--- src/rtl/sum_fact_param.sv ---
// rtl/sum_fact_param.sv - iterative N!/sum k!/sum k/sum k^2 engine with sticky overflow (optional SUM_FACT_SATURATE_EN)
module sum_fact_param #(
    parameter int N_W   = 4,
    parameter int RES_W = 32
) (
    input  logic             clk,
    input  logic             reset_n,
    input  logic [N_W-1:0]   n_in,
    input  logic [1:0]       mode_in,
    input  logic             in_valid,
    output logic             in_ready,
    input  logic             out_ack,
    output logic [RES_W-1:0] result,
    output logic             overflow,
    output logic             out_valid,
    output logic             busy
);

    localparam int W = RES_W + N_W;

    localparam logic [1:0] IDLE = 2'd0;
    localparam logic [1:0] BUSY = 2'd1;
    localparam logic [1:0] DONE = 2'd2;

    localparam logic [1:0] MODE_FACT   = 2'd0;
    localparam logic [1:0] MODE_SUMF   = 2'd1;
    localparam logic [1:0] MODE_SUMK   = 2'd2;
    localparam logic [1:0] MODE_SUMKSQ = 2'd3;

    logic [1:0]       state;
    logic [N_W-1:0]   n_reg;
    logic [1:0]       mode_reg;
    logic [N_W-1:0]   k;
    logic [RES_W-1:0] f;
    logic [RES_W-1:0] s;
    logic             ovf;

    logic [W-1:0]     f_w;
    logic [W-1:0]     k_w;
    logic [W-1:0]     s_w;
    logic [W-1:0]     f_prod;
    logic [W-1:0]     term;
    logic [W-1:0]     s_sum;
    logic             f_ovf;
    logic             s_ovf;
    logic             ovf_next;
    logic [RES_W-1:0] f_next;
    logic [RES_W-1:0] s_next;

    // One series term, evaluated RES_W+N_W wide so any carry above RES_W is visible.
    always_comb begin
        f_w    = {{N_W{1'b0}}, f};
        k_w    = {{RES_W{1'b0}}, k};
        s_w    = {{N_W{1'b0}}, s};
        f_prod = f_w * k_w;
        case (mode_reg)
            MODE_SUMF:   term = {{N_W{1'b0}}, f_prod[RES_W-1:0]};
            MODE_SUMK:   term = k_w;
            MODE_SUMKSQ: term = k_w * k_w;
            default:     term = '0;
        endcase
        s_sum    = s_w + term;
        f_ovf    = !mode_reg[1] && (|f_prod[W-1:RES_W]);
        s_ovf    = (mode_reg != MODE_FACT) && (|s_sum[W-1:RES_W]);
        ovf_next = ovf | f_ovf | s_ovf;
        f_next   = f_prod[RES_W-1:0];
        s_next   = (mode_reg == MODE_FACT) ? s : s_sum[RES_W-1:0];
`ifdef SUM_FACT_SATURATE_EN
        // Sticky ovf pins the reported accumulator at all ones for the rest of the job.
        if (ovf_next) begin
            if (mode_reg == MODE_FACT) begin
                f_next = '1;
            end else begin
                s_next = '1;
            end
        end
`endif
    end

    always_ff @(posedge clk) begin
        if (!reset_n) begin
            state    <= IDLE;
            n_reg    <= '0;
            mode_reg <= '0;
            k        <= '0;
            f        <= '0;
            s        <= '0;
            ovf      <= 1'b0;
        end else begin
            case (state)
                IDLE: begin
                    if (in_valid) begin
                        n_reg    <= n_in;
                        mode_reg <= mode_in;
                        f        <= RES_W'(1);
                        s        <= '0;
                        k        <= N_W'(1);
                        ovf      <= 1'b0;
                        state    <= (n_in != '0) ? BUSY : DONE;
                    end
                end
                BUSY: begin
                    f   <= f_next;
                    s   <= s_next;
                    ovf <= ovf_next;
                    k   <= k + N_W'(1);
                    if (k == n_reg) begin
                        state <= DONE;
                    end
                end
                DONE: begin
                    if (out_ack) begin
                        state <= IDLE;
                    end
                end
                default: state <= IDLE;
            endcase
        end
    end

    assign in_ready  = (state == IDLE);
    assign busy      = (state == BUSY);
    assign out_valid = (state == DONE);
    assign result    = out_valid ? ((mode_reg == MODE_FACT) ? f : s) : '0;
    assign overflow  = out_valid & ovf;

endmodule

--- config.mk ---
export PLATFORM = sky130hd
export DESIGN_NAME = sum_fact_param
export DESIGN_NICKNAME = d
export VERILOG_FILES = /design/src/rtl/sum_fact_param.sv
export SDC_FILE = /design/constraint.sdc
export NUM_CORES = 1
export LEC_CHECK = 0
export BUFFER_PORTS_ARGS = -buffer_cell sky130_fd_sc_hd__buf_2
export CELL_PAD_IN_SITES_DETAIL_PLACEMENT = 1
export CELL_PAD_IN_SITES_GLOBAL_PLACEMENT = 1
export CORE_UTILIZATION = 47
export CTS_CLUSTER_SIZE = 12
export DETAILED_ROUTE_END_ITERATION = 10
export PLACE_DENSITY = 0.86
export SLEW_MARGIN = 10
export SYNTH_ARGS = -nofsm -noshare
export SYNTH_HDL_FRONTEND = slang
export SYNTH_SLANG_ARGS = --single-unit
export TNS_END_PERCENT = 10
--- constraint.sdc ---
create_clock -name clk -period 7.5 [get_ports clk]
set_input_delay 1.125 -clock clk [delete_from_list [all_inputs] [get_ports clk]]
set_output_delay 1.125 -clock clk [all_outputs]
set_load 0.01 [all_outputs]
; Word-level counts from Yosys, hierarchy flattened
; Index checks and enable logic that the tools add are counted.
[word_totals]
register_bits = 77
[classes]
n_addsub = 2
n_mul = 2
n_eq_ne = 10
n_mux = 17
bitwise = 3
n_reduce_logical = 14
[ops]
columns = cell, count
row1 = two-way mux 32 bit, 5
row2 = case mux 32 bit (2 select lines), 2
row3 = case mux 32 bit (3 select lines), 1
row4 = adder 32 x 36 -> 36 bit, 1
row5 = multiplier 32 x 4 -> 36 bit, 1
row6 = multiplier 4 x 4 -> 8 bit, 1
row7 = two-way mux 2 bit, 4
row8 = case mux 4 bit (2 select lines), 1
row9 = OR reduction 4 bit, 2
row10 = "== test 2 bit, second input constant", 3
row11 = "inequality test 2 bit, second input constant", 3
row12 = case mux 2 bit (3 select lines), 1
row13 = AND reduction 3 bit, 2
row14 = "adder 4 x 1 -> 4 bit, second input constant", 1
row15 = "== test 2 x 1 -> 1 bit, second input constant", 2
row16 = == test 4 bit, 1
row17 = logical NOT 2 bit, 2
row18 = two-way mux 4 bit, 1
row19 = AND reduction 2 bit, 2
row20 = nonzero test 2 bit, 2
row21 = nonzero test 4 bit, 1
row22 = logical AND 1 bit, 2
row23 = "inequality test 2 x 1 -> 1 bit, second input constant", 1
row24 = bitwise OR 1 bit, 2
row25 = 4 further kinds, 4

; Depth between registers and ports, before layout
; Gate-level depths: netlist of run 1.
[logic_depth]
word_depth = 7
ltp_mapped = 27
depth_no_buf = 25

; Least setup slack after synthesis of run 1
; Ideal clock, no wire load.
[synth_path]
kind = reg-to-reg
from = register k[3]
to = register s[31]
setup_ns = 0.118
t_arrival_ns = 6.082
required_time_ns = 7.382
slack_ns = 1.301
stages_incl_launch_ff = 25
path_buffers = 2
cell_sequence = dfxtp_1 > clkbuf_1 > clkbuf_1 > nand2_1 > fa_1 > fa_1 > inv_1 > fa_1 > a211oi_1 > o21ai_1 > o31a_1 > a311o_1 > and2_1 > a21o_1 > a21oi_1 > xor2_1 > nor2_1 > ha_1 > and4_1 > a31o_1 > o41a_1 > a211o_1 > a41oi_2 > xor2_1 > o21ai_1
[synth_via]
elab_chain_cells = 5
elab_cells_between_ends = 6
[synth_lines]
columns = element, line_no
row1 = from (decl), 33  ; logic [N_W-1:0] k;
row2 = from (signal assigned), 106  ; k <= k + N_W'(1);
row3 = multiplier 32 x 4 -> 36 bit / multiplier 4 x 4 -> 8 bit (equally long branches), "55, 59"
row4 = case mux 32 bit (3 select lines) *, 56  ; case (mode_reg)
row5 = adder 32 x 36 -> 36 bit *, 62  ; s_sum = s_w + term;
row6 = two-way mux 32 bit *, 67  ; s_next = (mode_reg == MODE_FACT) ? s : s_sum[RES_W-1:0];
row7 = case mux 32 bit (2 select lines) *, 90  ; case (state)
row8 = to (signal assigned), 104  ; s <= s_next;
row9 = to (decl), 35  ; logic [RES_W-1:0] s;
; Every way passes the cells marked *; elsewhere a longest branch is shown, timed or not. The select of a mux whose other input is x is not followed.
; A chain may end at the register's enable or synchronous reset.

; Worst setup path in the final report of run 1
[layout_path]
from = register k[3]
to = register ovf
[layout_via]
elab_chain_cells = 7
elab_cells_between_ends = 11
[layout_lines]
columns = element, line_no
row1 = multiplier 32 x 4 -> 36 bit / multiplier 4 x 4 -> 8 bit (equally long branches), "55, 59"
row2 = case mux 32 bit (3 select lines), 56
row3 = adder 32 x 36 -> 36 bit, 62
row4 = OR reduction 4 bit, 64  ; s_ovf = (mode_reg != MODE_FACT) && (|s_sum[W-1:RES_W]);
row5 = logical AND 1 bit, 64
row6 = bitwise OR 1 bit *, 65  ; ovf_next = ovf | f_ovf | s_ovf;
row7 = case mux 1 bit (2 select lines) *, 90
row8 = to (signal assigned), 105  ; ovf <= ovf_next;
row9 = to (decl), 36  ; logic ovf;
; Every way passes the cells marked *; elsewhere a longest branch is shown, timed or not.

==> impl_metrics.py, run 1 <==
metrics = {
    "critical_path": {
        "crit_fanout": 34,
        "critPathArrivalTime_ps": 7030,
        "critPathKind": "flop to flop",
        "regToRegEndpoint": "ovf$_SDFFE_PN0P_",
        "cp-start-kind": "flop",
        "r2r_slack_ps": 700,
        "crit_top_cell": "o21ai_0",
        "cp.required_ps": 7730,
        "crit_cells": 26,
        "critPathSlowestCell": "fa_1",
        "cp-end-kind": "flop",
        "slowest_delay_ps": 540,
        "rr_startpoint": "k[3]$_SDFFE_PN0P_",
        "cp_top_family": "compound AO/OA/AOI/OAI gates",
        "crit_buf_inv": 3,
        "crit_path_start": "k[3]$_SDFFE_PN0P_",
        "ff2ff_path_depth": 26,
    },
    "cts": {
        "cts_max_path_buffers": 2,
        "clkLatencyLatePin_ps": 340,
        "postCtsHoldBufs": 0,
        "cts_setup_buffers": 0,
        "cts_tree": "yes",
        "numCtsBuffers": 9,
        "htreeDepth": 3,
        "clk_pin_slew_ps": 70,
        "cts_resized": 0,
        "cts_sinks": 77,
        "clockRootBuffer": "clkbuf_16",
    },
    "synth": {
        "synth_cells": 1229,
        "synth-xor-area-share_pct": 5.49,
        "synth-simple-area-share_pct": 24.6,
        "yosysMostFrequentCell": "nand2_1",
        "ys_ff_latch": 77,
        "synth_top_family_by_area": "simple AND/OR/NAND/NOR gates",
        "synth_compound_area_share_pct": 21.5,
        "ys_seq_area_share_pct": 16.7,
        "syn_avg_cell_area_sq_um": 7.53,
        "synth_area_leaders": "dfxtp_1 (17%), fa_1 (13%), ha_1 (10%), nand2_1 (7.3%), and2_1 (6.8%)",
        "ys.flop_type": "dfxtp_1",
        "ys_async_sr_fraction_pct": 0,
        "synth_mux_area_share_pct": 0.933,
        "synth_top_area_cell": "dfxtp_1",
        "synthTopCellsByCount": "nand2_1 (180), inv_1 (122), and2_1 (101), a21oi_1 (79)",
        "synth_top_area_share_pct": 16.7,
        "synthesis.area_sq_mm": 0.00925,
        "synthAdderAreaFrac_pct": 23.6,
        "yosysWarningCount": 0,
        "syn-num-nets": 1377,
        "synthDistinctLibCells": 61,
        "synth_enable_flop_cells": 0,
    },
    "timing": {
        "worst_slack_ps": 705,
        "finalCriticalPeriod_ps": 6800,
        "slew_violations": 0,
        "tightest_slew_ps": 864,
        "finalHoldViolCount": 0,
        "finClkSkew_ps": 8.90,
        "maxSlewHeadroom_pct": 42.4,
        "setup_violations": 0,
        "timing.setup.tns_ps": 0,
        "clock.fmax_mhz": 147,
        "finalCritPeriodShare_pct": 90.6,
        "rsz0062_at_grt": "no",
    },
    "run": {
        "maxCapViolCount": 0,
    },
    "grt": {
        "grt_pass1_vias": 9063,
        "grt_start_max_net_pins": 52,
        "grt_pass1_wl_microns": 48200,
        "grt_usage_pct": 30.3,
        "antenna_found_initial": 0,
        "overflow": 0,
    },
    "place": {
        "dpl.cell_count": 1489,
        "dp_slack_ps": 772,
        "gp_congestion": 0.894,
        "portBuffers": 45,
        "dpl.hpwl_microns": 22800,
    },
    "final_layout": {
        "nNetsFinal": 1388,
        "area_growth_pct": 7.87,
        "finish.utilization_pct": 52.5,
        "drive_above_1_share_pct": 6.99,
        "antenna_cells": 0,
        "reg.largest.list": "f x32, s x32",
        "fin_cells": 1505,
    },
    "min_path": {
        "hold_class": "flop to flop",
        "whs_path_depth": 2,
        "min-delay-start": "s[0]$_SDFFE_PN0P_",
        "hold_path_end": "s[0]$_SDFFE_PN0P_",
    },
    "power": {
        "p_total_w": 0.00109,
        "max-vdd-ir-drop_uv": 89.8,
        "p_leak_nw": 4.64,
        "power.density_mw_per_mm2": 109,
    },
    "drt": {
        "ant_nets": 0,
        "drt_wl_total_microns": 29200,
        "wl_per_cell_microns": 19.4,
        "via_count": 8767,
        "drtIter0Drc": 566,
        "drc": 0,
        "dr.pass1.iters": 5,
        "via_per_inst": 5.83,
    },
    "floorplan": {
        "core_area_sq_mm": 0.0190,
        "die_area_sq_mm": 0.0203,
        "io-pin-count": 46,
        "dieHeight_microns": 142,
        "start_util_pct": 48.7,
        "die_w_microns": 142,
        "floorplan.rows": 50,
    },
    "run_status": {
        "status": "completed",
    },
}
## cells in the final DEF (no fill, tap or decap), types with 28 or more instances in the layout
| cell type | instances |
|---|---|
| and2_1 | 101 |
| ha_1 | 77 |
| nor2_1 | 63 |
| a21o_1 | 28 |
| nor2b_1 | 40 |
| dfxtp_1 | 77 |
| buf_2 | 45 |
| a21oi_1 | 79 |
| fa_1 | 61 |
| xnor2_1 | 38 |
| nand2_1 | 180 |
| inv_1 | 122 |
| o21ai_0 | 59 |
## where the power goes
| part | internal (W) | leakage, nW | switching (W) |
|---|---|---|---|
| clock network | 0.000259 | 0.146 | 0.000191 |
| registers | 0.000419 | 0.622 | 0.0000302 |
| logic | 0.0000438 | 3.87 | 0.000149 |
| total | 0.000722 | 4.64 | 0.000370 |
## metrics by stage
stage	hold WS, ps	cell area [sq um]
final	503	9980
after CTS	496	9980
after global routing	532	9980
after floorplan	455	9250
after detailed placement	490	9680
after global placement	473	9680
## worst max path at each step
stage | endpoint | slack [ps]
4_1_cts | ovf$_SDFFE_PN0P_ | 700
3_3_place_gp | ovf$_SDFFE_PN0P_ | 1040
3_5_place_dp | ovf$_SDFFE_PN0P_ | 770
2_1_floorplan | s[31]$_SDFFE_PN0P_ | 1300
6_report | ovf$_SDFFE_PN0P_ | 700
5_1_grt | ovf$_SDFFE_PN0P_ | 90
## final cells by class
cell class                 instances  area [sq um]
clock inverter                     7          73.8
timing repair buffer              55           300
tap                              260           325
clock buffer                       9           225
fill                            2445          9040
sequential                        77          1540
multi-input combinational        974          7050
inverter                         123           462
## worst register-to-register path: cells and delay by family, from the launching register on
family | cells | cell delay (ps)
AOI/OAI and AO/OA | 12 | 2780
adders and majority gates | 4 | 1840
and+or+nand+nor | 6 | 1120
DFF | 1 | 390
buffers and inverters | 3 | 390
xor gates and xnor gates | 1 | 170
## cells by family after synthesis
kind of cell	count (synthesis)
DFF	77
buffers and inverters	178
muxes	8
adders and majority gates	138
and+or+nand+nor	466
AOI/OAI and AO/OA	304
xor gates and xnor gates	58
## routing by layer
layer / track usage (%) / share of wire, %
met5: 0 / 0
met4: 8.04 / 2.1
met3: 5.18 / 5.9
met2: 49.1 / 46
met1: 41.4 / 46
(Power assumes the default switching activity.)
==> inputs of run 2 (changes only) <==
Settings changed: CORE_UTILIZATION 47 to 48, CTS_BUF_LIST from default to sky130_fd_sc_hd__clkbuf_4, PLACE_DENSITY 0.86 to 0.87.
==> run 2 against run 1 <==
Effect of this change:
- sequential share of layout area grew 0.26 points
- flip-flop and latch count is the same
- first-iteration DRC count shrank 11%
- die area shrank 2.0%
- register-to-register slack lost 40 ps
- clock skew grew 18 ps
- cell count is essentially flat
- critical endpoint unchanged
==> impl_metrics.py, run 2 (synthesized netlist as in run 1, its figures left out) <==
metrics = {
    "place": {
        "portBuffers": 45,
        "gp_congestion": 0.916,
        "dpl.hpwl_microns": 22800,
        "dpl.cell_count": 1489,
        "placed_area_sq_mm": 0.00968,
    },
    "grt": {
        "grt_pass1_wl_microns": 46200,
        "grt_start_max_net_pins": 40,
        "grt_usage_pct": 29.5,
        "grt_pass1_vias": 8854,
        "busiest_layer": "met2",
        "met1_usage_pct": 41.4,
        "antenna_found_initial": 1,
        "grt_use_met3_pct": 3.33,
        "overflow": 0,
        "use_met2_pct": 47.8,
    },
    "drt": {
        "drt_wl_total_microns": 28500,
        "dr.pass1.iters": 5,
        "via_per_inst": 5.74,
        "drtIter0Drc": 502,
        "via_count": 8645,
        "ant_nets": 0,
        "wl_per_cell_microns": 18.9,
        "drc": 0,
    },
    "critical_path": {
        "crit_path_start": "k[3]$_SDFFE_PN0P_",
        "cp-start-kind": "flop",
        "critPathKind": "flop to flop",
        "rr_startpoint": "k[3]$_SDFFE_PN0P_",
        "cp.required_ps": 7850,
        "cp-end-kind": "flop",
        "crit_fanout": 34,
        "regToRegEndpoint": "ovf$_SDFFE_PN0P_",
        "ff2ff_path_depth": 26,
        "r2r_slack_ps": 660,
        "critPathArrivalTime_ps": 7190,
    },
    "min_path": {
        "whs_path_depth": 2,
        "min-delay-start": "s[31]$_SDFFE_PN0P_",
        "hold_class": "flop to flop",
        "hold_path_end": "s[31]$_SDFFE_PN0P_",
    },
    "cts": {
        "clkLatencyLatePin_ps": 460,
        "cts_setup_buffers": 0,
        "cts_tree": "yes",
        "numCtsBuffers": 9,
        "cts_max_path_buffers": 2,
        "cts_resized": 0,
        "postCtsHoldBufs": 0,
        "htreeDepth": 3,
        "clockRootBuffer": "clkbuf_4",
        "cts_sinks": 77,
        "clk_pin_slew_ps": 150,
    },
    "power": {
        "power.density_mw_per_mm2": 91.6,
        "p_leak_nw": 4.56,
        "max-vdd-ir-drop_uv": 75.0,
        "p_total_w": 0.000900,
    },
    "run_status": {
        "status": "completed",
    },
    "final_layout": {
        "final_common_cell": "nand2_1",
        "finish.instance_area_sq_mm": 0.00982,
        "nNetsFinal": 1388,
        "final_cell_mix": "nand2_1 (180), inv_1 (122), and2_1 (101), a21oi_1 (79)",
        "area_growth_pct": 6.11,
        "nFillCells": 2433,
        "drive_above_1_share_pct": 6.83,
        "fin_cells": 1506,
        "reg.largest.list": "f x32, s x32",
    },
    "timing": {
        "maxSlewHeadroom_pct": 40.9,
        "tightest_slew_ps": 887,
        "finalCritPeriodShare_pct": 91.2,
        "timing.setup.tns_ps": 0,
        "finalCriticalPeriod_ps": 6840,
        "slew_violations": 0,
        "finClkSkew_ps": 26.8,
        "setup_violations": 0,
        "clock.fmax_mhz": 146,
        "finalHoldViolCount": 0,
        "rsz0062_at_grt": "no",
    },
    "floorplan": {
        "dieHeight_microns": 141,
        "die_w_microns": 141,
        "io-pin-count": 46,
        "die_area_sq_mm": 0.0198,
        "start_util_pct": 49.1,
        "core_area_sq_mm": 0.0188,
        "floorplan.rows": 50,
    },
    "run": {
        "maxCapViolCount": 0,
    },
}
run 2: cell types whose count changed in the layout (fill, tap and decap cells not counted):
cell | before | now
clkbuf_16 | 9 | 0
clkinv_1 | 1 | 3
clkbuf_4 | 0 | 9
clkinv_2 | 2 | 1
clkinvlp_4 | 1 | 2
clkinv_4 | 2 | 1
inv_6 | 1 | 0
diode_2 | 0 | 1
run 2: worst max-delay path by stage:
stage,to,slack [ps]
6_report,ovf$_SDFFE_PN0P_,660
5_1_grt,ovf$_SDFFE_PN0P_,210
4_1_cts,ovf$_SDFFE_PN0P_,750
3_5_place_dp,ovf$_SDFFE_PN0P_,820
3_3_place_gp,ovf$_SDFFE_PN0P_,1010
2_1_floorplan,s[31]$_SDFFE_PN0P_,1300
run 2: stage by stage:
| stage | worst slack, ps | hold WS [ps] | util [%] |
|---|---|---|---|
| after global routing | 214 | 532 | 52.1 |
| after floorplan | 1300 | 455 | - |
| after CTS | 750 | 495 | 52.1 |
| after global placement | 1010 | 473 | 51.4 |
| final | 660 | 493 | 52.1 |
| after detailed placement | 815 | 476 | 51.4 |
run 2: critical path, cell delays in order (launching register included):
cell      delay (ps)
dfxtp_1          420
buf_4            270
and2_1           220
fa_1             540
inv_1             50
fa_1             520
inv_1             40
ha_1             360
and3_1           250
nand3_1          100
nor3b_1          340
o21ai_0          190
o21ai_0          550
a31oi_1          240
o21bai_1         220
xnor2_1          170
nor2_1            90
ha_1             390
a221oi_1         300
o211ai_1         130
o211ai_1         150
a21oi_1          130
nor3_1           140
a21oi_1          120
a31oi_1          280
o21ai_0          140
a221o_1          350
run 2: cell type report:
class,count,area [sq um],area share (%)
Antenna cell,1,2.50,0.0255
Clock buffer,9,67.6,0.688
Clock inverter,7,66.3,0.675
Inverter,123,462,4.70
Multi-Input combinational cell,974,7050,71.8
Sequential cell,77,1540,15.7
Tap cell,260,325,3.31
Timing Repair Buffer,55,300,3.06
run 2: per-layer routing:
metal / wire length [microns] / vias to the layer above
met3: 1170 / 40
met4: 626 / 0
met5: 0 / -
li1: - / 4163
met2: 13000 / 168
met1: 13600 / 4274
run 2: power by group:
| part | internal [W] | leakage [nW] | switching, W | total, W |
|---|---|---|---|---|
| combinational | 0.0000436 | 3.87 | 0.000149 | 0.000192 |
| sequential | 0.000420 | 0.622 | 0.0000279 | 0.000448 |
| clock | 0.0000993 | 0.0670 | 0.000161 | 0.000260 |
==> inputs of run 3 (changes only) <==
Settings changed: CORE_UTILIZATION 48 to 25, CTS_BUF_LIST sky130_fd_sc_hd__clkbuf_4 to sky130_fd_sc_hd__clkbuf_8 sky130_fd_sc_hd__clkbuf_16, PLACE_DENSITY 0.87 to 0.53.
==> run 3 against run 2 <==
Effect of this change:
- wire length rose by 7.4%
- setup slack improved by 98 ps
- fmax rose by 1.5%
- sequential share of layout area fell by 0.61 points
- power rose by 20%
- clock power rose by 65%
- flip-flop and latch count did not move
- critical path depth fell by 3
- register-to-register slack improved by 98 ps
- die area rose by 90%
==> impl_metrics.py, run 3 (synthesized netlist as in run 1, its figures left out) <==
metrics = {
    "run_status": {
        "status": "completed",
    },
    "floorplan": {
        "core_area_sq_mm": 0.0365,
        "start_util_pct": 25.3,
        "dieHeight_microns": 194,
        "io-pin-count": 46,
        "die_area_sq_mm": 0.0378,
        "die_w_microns": 194,
        "floorplan.rows": 70,
    },
    "drt": {
        "wl_per_cell_microns": 17.9,
        "drt_wl_total_microns": 30600,
        "via_per_inst": 4.90,
        "via_count": 8388,
        "ant_nets": 0,
        "drtIter0Drc": 296,
        "dr.pass1.iters": 4,
        "drc": 0,
    },
    "timing": {
        "finClkSkew_ps": 11.9,
        "maxSlewHeadroom_pct": 38.4,
        "setup_violations": 0,
        "finalHoldViolCount": 0,
        "clock.fmax_mhz": 148,
        "finalCriticalPeriod_ps": 6740,
        "tightest_slew_ps": 924,
        "timing.setup.tns_ps": 0,
        "rsz0062_at_grt": "no",
        "finalCritPeriodShare_pct": 89.9,
        "slew_violations": 0,
    },
    "cts": {
        "clkLatencyLatePin_ps": 370,
        "clockRootBuffer": "clkbuf_16",
        "htreeDepth": 3,
        "clk_pin_slew_ps": 70,
        "cts_resized": 0,
        "cts_tree": "yes",
        "cts_setup_buffers": 0,
        "postCtsHoldBufs": 0,
        "cts_max_path_buffers": 2,
        "numCtsBuffers": 9,
        "cts_sinks": 77,
    },
    "grt": {
        "grt_start_max_net_pins": 52,
        "overflow": 0,
        "grt_usage_pct": 16.9,
        "grt_pass1_wl_microns": 50400,
        "antenna_found_initial": 0,
        "grt_pass1_vias": 8887,
    },
    "final_layout": {
        "antenna_cells": 0,
        "final_cell_mix": "nand2_1 (180), inv_1 (123), and2_1 (101), a21oi_1 (79)",
        "final_common_cell": "nand2_1",
        "nNetsFinal": 1387,
        "area_growth_pct": 10.4,
        "drive_above_1_share_pct": 6.83,
        "reg.largest.list": "f x32, s x32",
    },
    "critical_path": {
        "crit_fanout": 18,
        "crit_buf_inv": 1,
        "r2r_slack_ps": 760,
        "crit_chain": "nand2_1, fa_1, fa_1, inv_1, fa_1, a211oi_1, o21ai_1, o31a_1, a31oi_1, o21bai_1, a21oi_1, xor2_1, nor2_1, ha_1, a21o_1, a21oi_1, nor3b_1, a21oi_1, nor3_1, a21oi_1, a31oi_1, o21ai_0, a221o_1",
        "cp.required_ps": 7750,
        "critPathArrivalTime_ps": 6990,
        "cp-end-kind": "flop",
        "crit_top_cell": "a21oi_1",
        "cp_top_family": "compound AO/OA/AOI/OAI gates",
        "critPathKind": "flop to flop",
        "rr_startpoint": "k[3]$_SDFFE_PN0P_",
        "slowest_delay_ps": 760,
        "critPathSlowestCell": "dfxtp_1",
        "ff2ff_path_depth": 23,
        "regToRegEndpoint": "ovf$_SDFFE_PN0P_",
        "cp-start-kind": "flop",
    },
    "power": {
        "max-vdd-ir-drop_uv": 111,
        "p_total_w": 0.00108,
        "power.density_mw_per_mm2": 105,
        "p_leak_nw": 4.63,
    },
    "min_path": {
        "hold_class": "flop to flop",
        "hold_path_end": "n_reg[1]$_SDFFE_PN0P_",
        "min-delay-start": "n_reg[1]$_SDFFE_PN0P_",
        "whs_path_depth": 2,
    },
    "run": {
        "maxCapViolCount": 0,
    },
    "place": {
        "portBuffers": 45,
        "gp_congestion": 0.804,
        "dpl.hpwl_microns": 24400,
    },
}
## run 3: changes by cell type in the layout (fill, tap and decap cells not counted), sizes merged
cell      change
bufinv        -1
clkinv        -1
clkinvlp      -1
diode         -1
buf           -1
clkbuf        +1
inv           +2
## run 3: final cells by class
type	instances	area (sq um)
fill	4430	26300
multi-input combinational	974	7060
sequential	77	1540
tap	468	586
inverter	123	462
timing repair buffer	54	293
clock buffer	10	239
clock inverter	6	38.8
## run 3: layer usage
layer	up-vias	global-route usage, %	wire [microns]
li1	4157	-	-
met1	4157	24.5	16100
met2	60	26.8	13600
met3	14	1.28	430
met4	0	4.38	437
met5	-	0	0
## run 3: how the worst max path moves through the flow
stage	start	endpoint	slack [ps]	cells after the start
2_1_floorplan	k[3]$_SDFFE_PN0P_	s[31]$_SDFFE_PN0P_	1300	24
3_3_place_gp	k[3]$_SDFFE_PN0P_	ovf$_SDFFE_PN0P_	710	24
3_5_place_dp	k[3]$_SDFFE_PN0P_	ovf$_SDFFE_PN0P_	550	24
4_1_cts	k[3]$_SDFFE_PN0P_	ovf$_SDFFE_PN0P_	520	24
5_1_grt	k[3]$_SDFFE_PN0P_	ovf$_SDFFE_PN0P_	9	24
6_report	k[3]$_SDFFE_PN0P_	ovf$_SDFFE_PN0P_	760	23
## run 3: worst min-delay path: cells and delay by family, from the launching register on
family | cells | cell delay [ps]
AO/OA/AOI/OAI | 1 | 70
flip-flops | 1 | 320
AND/OR/NAND/NOR | 1 | 50
## run 3: power breakdown
part           internal, W  switching [W]  total [W]
Combinational    0.0000425       0.000156   0.000199
Clock             0.000233       0.000198   0.000430
Sequential        0.000419      0.0000291   0.000449
## run 3: stage by stage
stage               utilization [%]  hold slack (ps)  cells  setup slack [ps]  cell area [sq um]
floorplan                         -              455   1229              1300               9250
global placement               27.2              478   1696               713               9940
detailed placement             27.2              486   1696               553               9940
CTS                            28.0              495   1712               519              10200
global route                   28.0              520   1712              9.02              10200
finish                         28.0              493   1712               758              10200
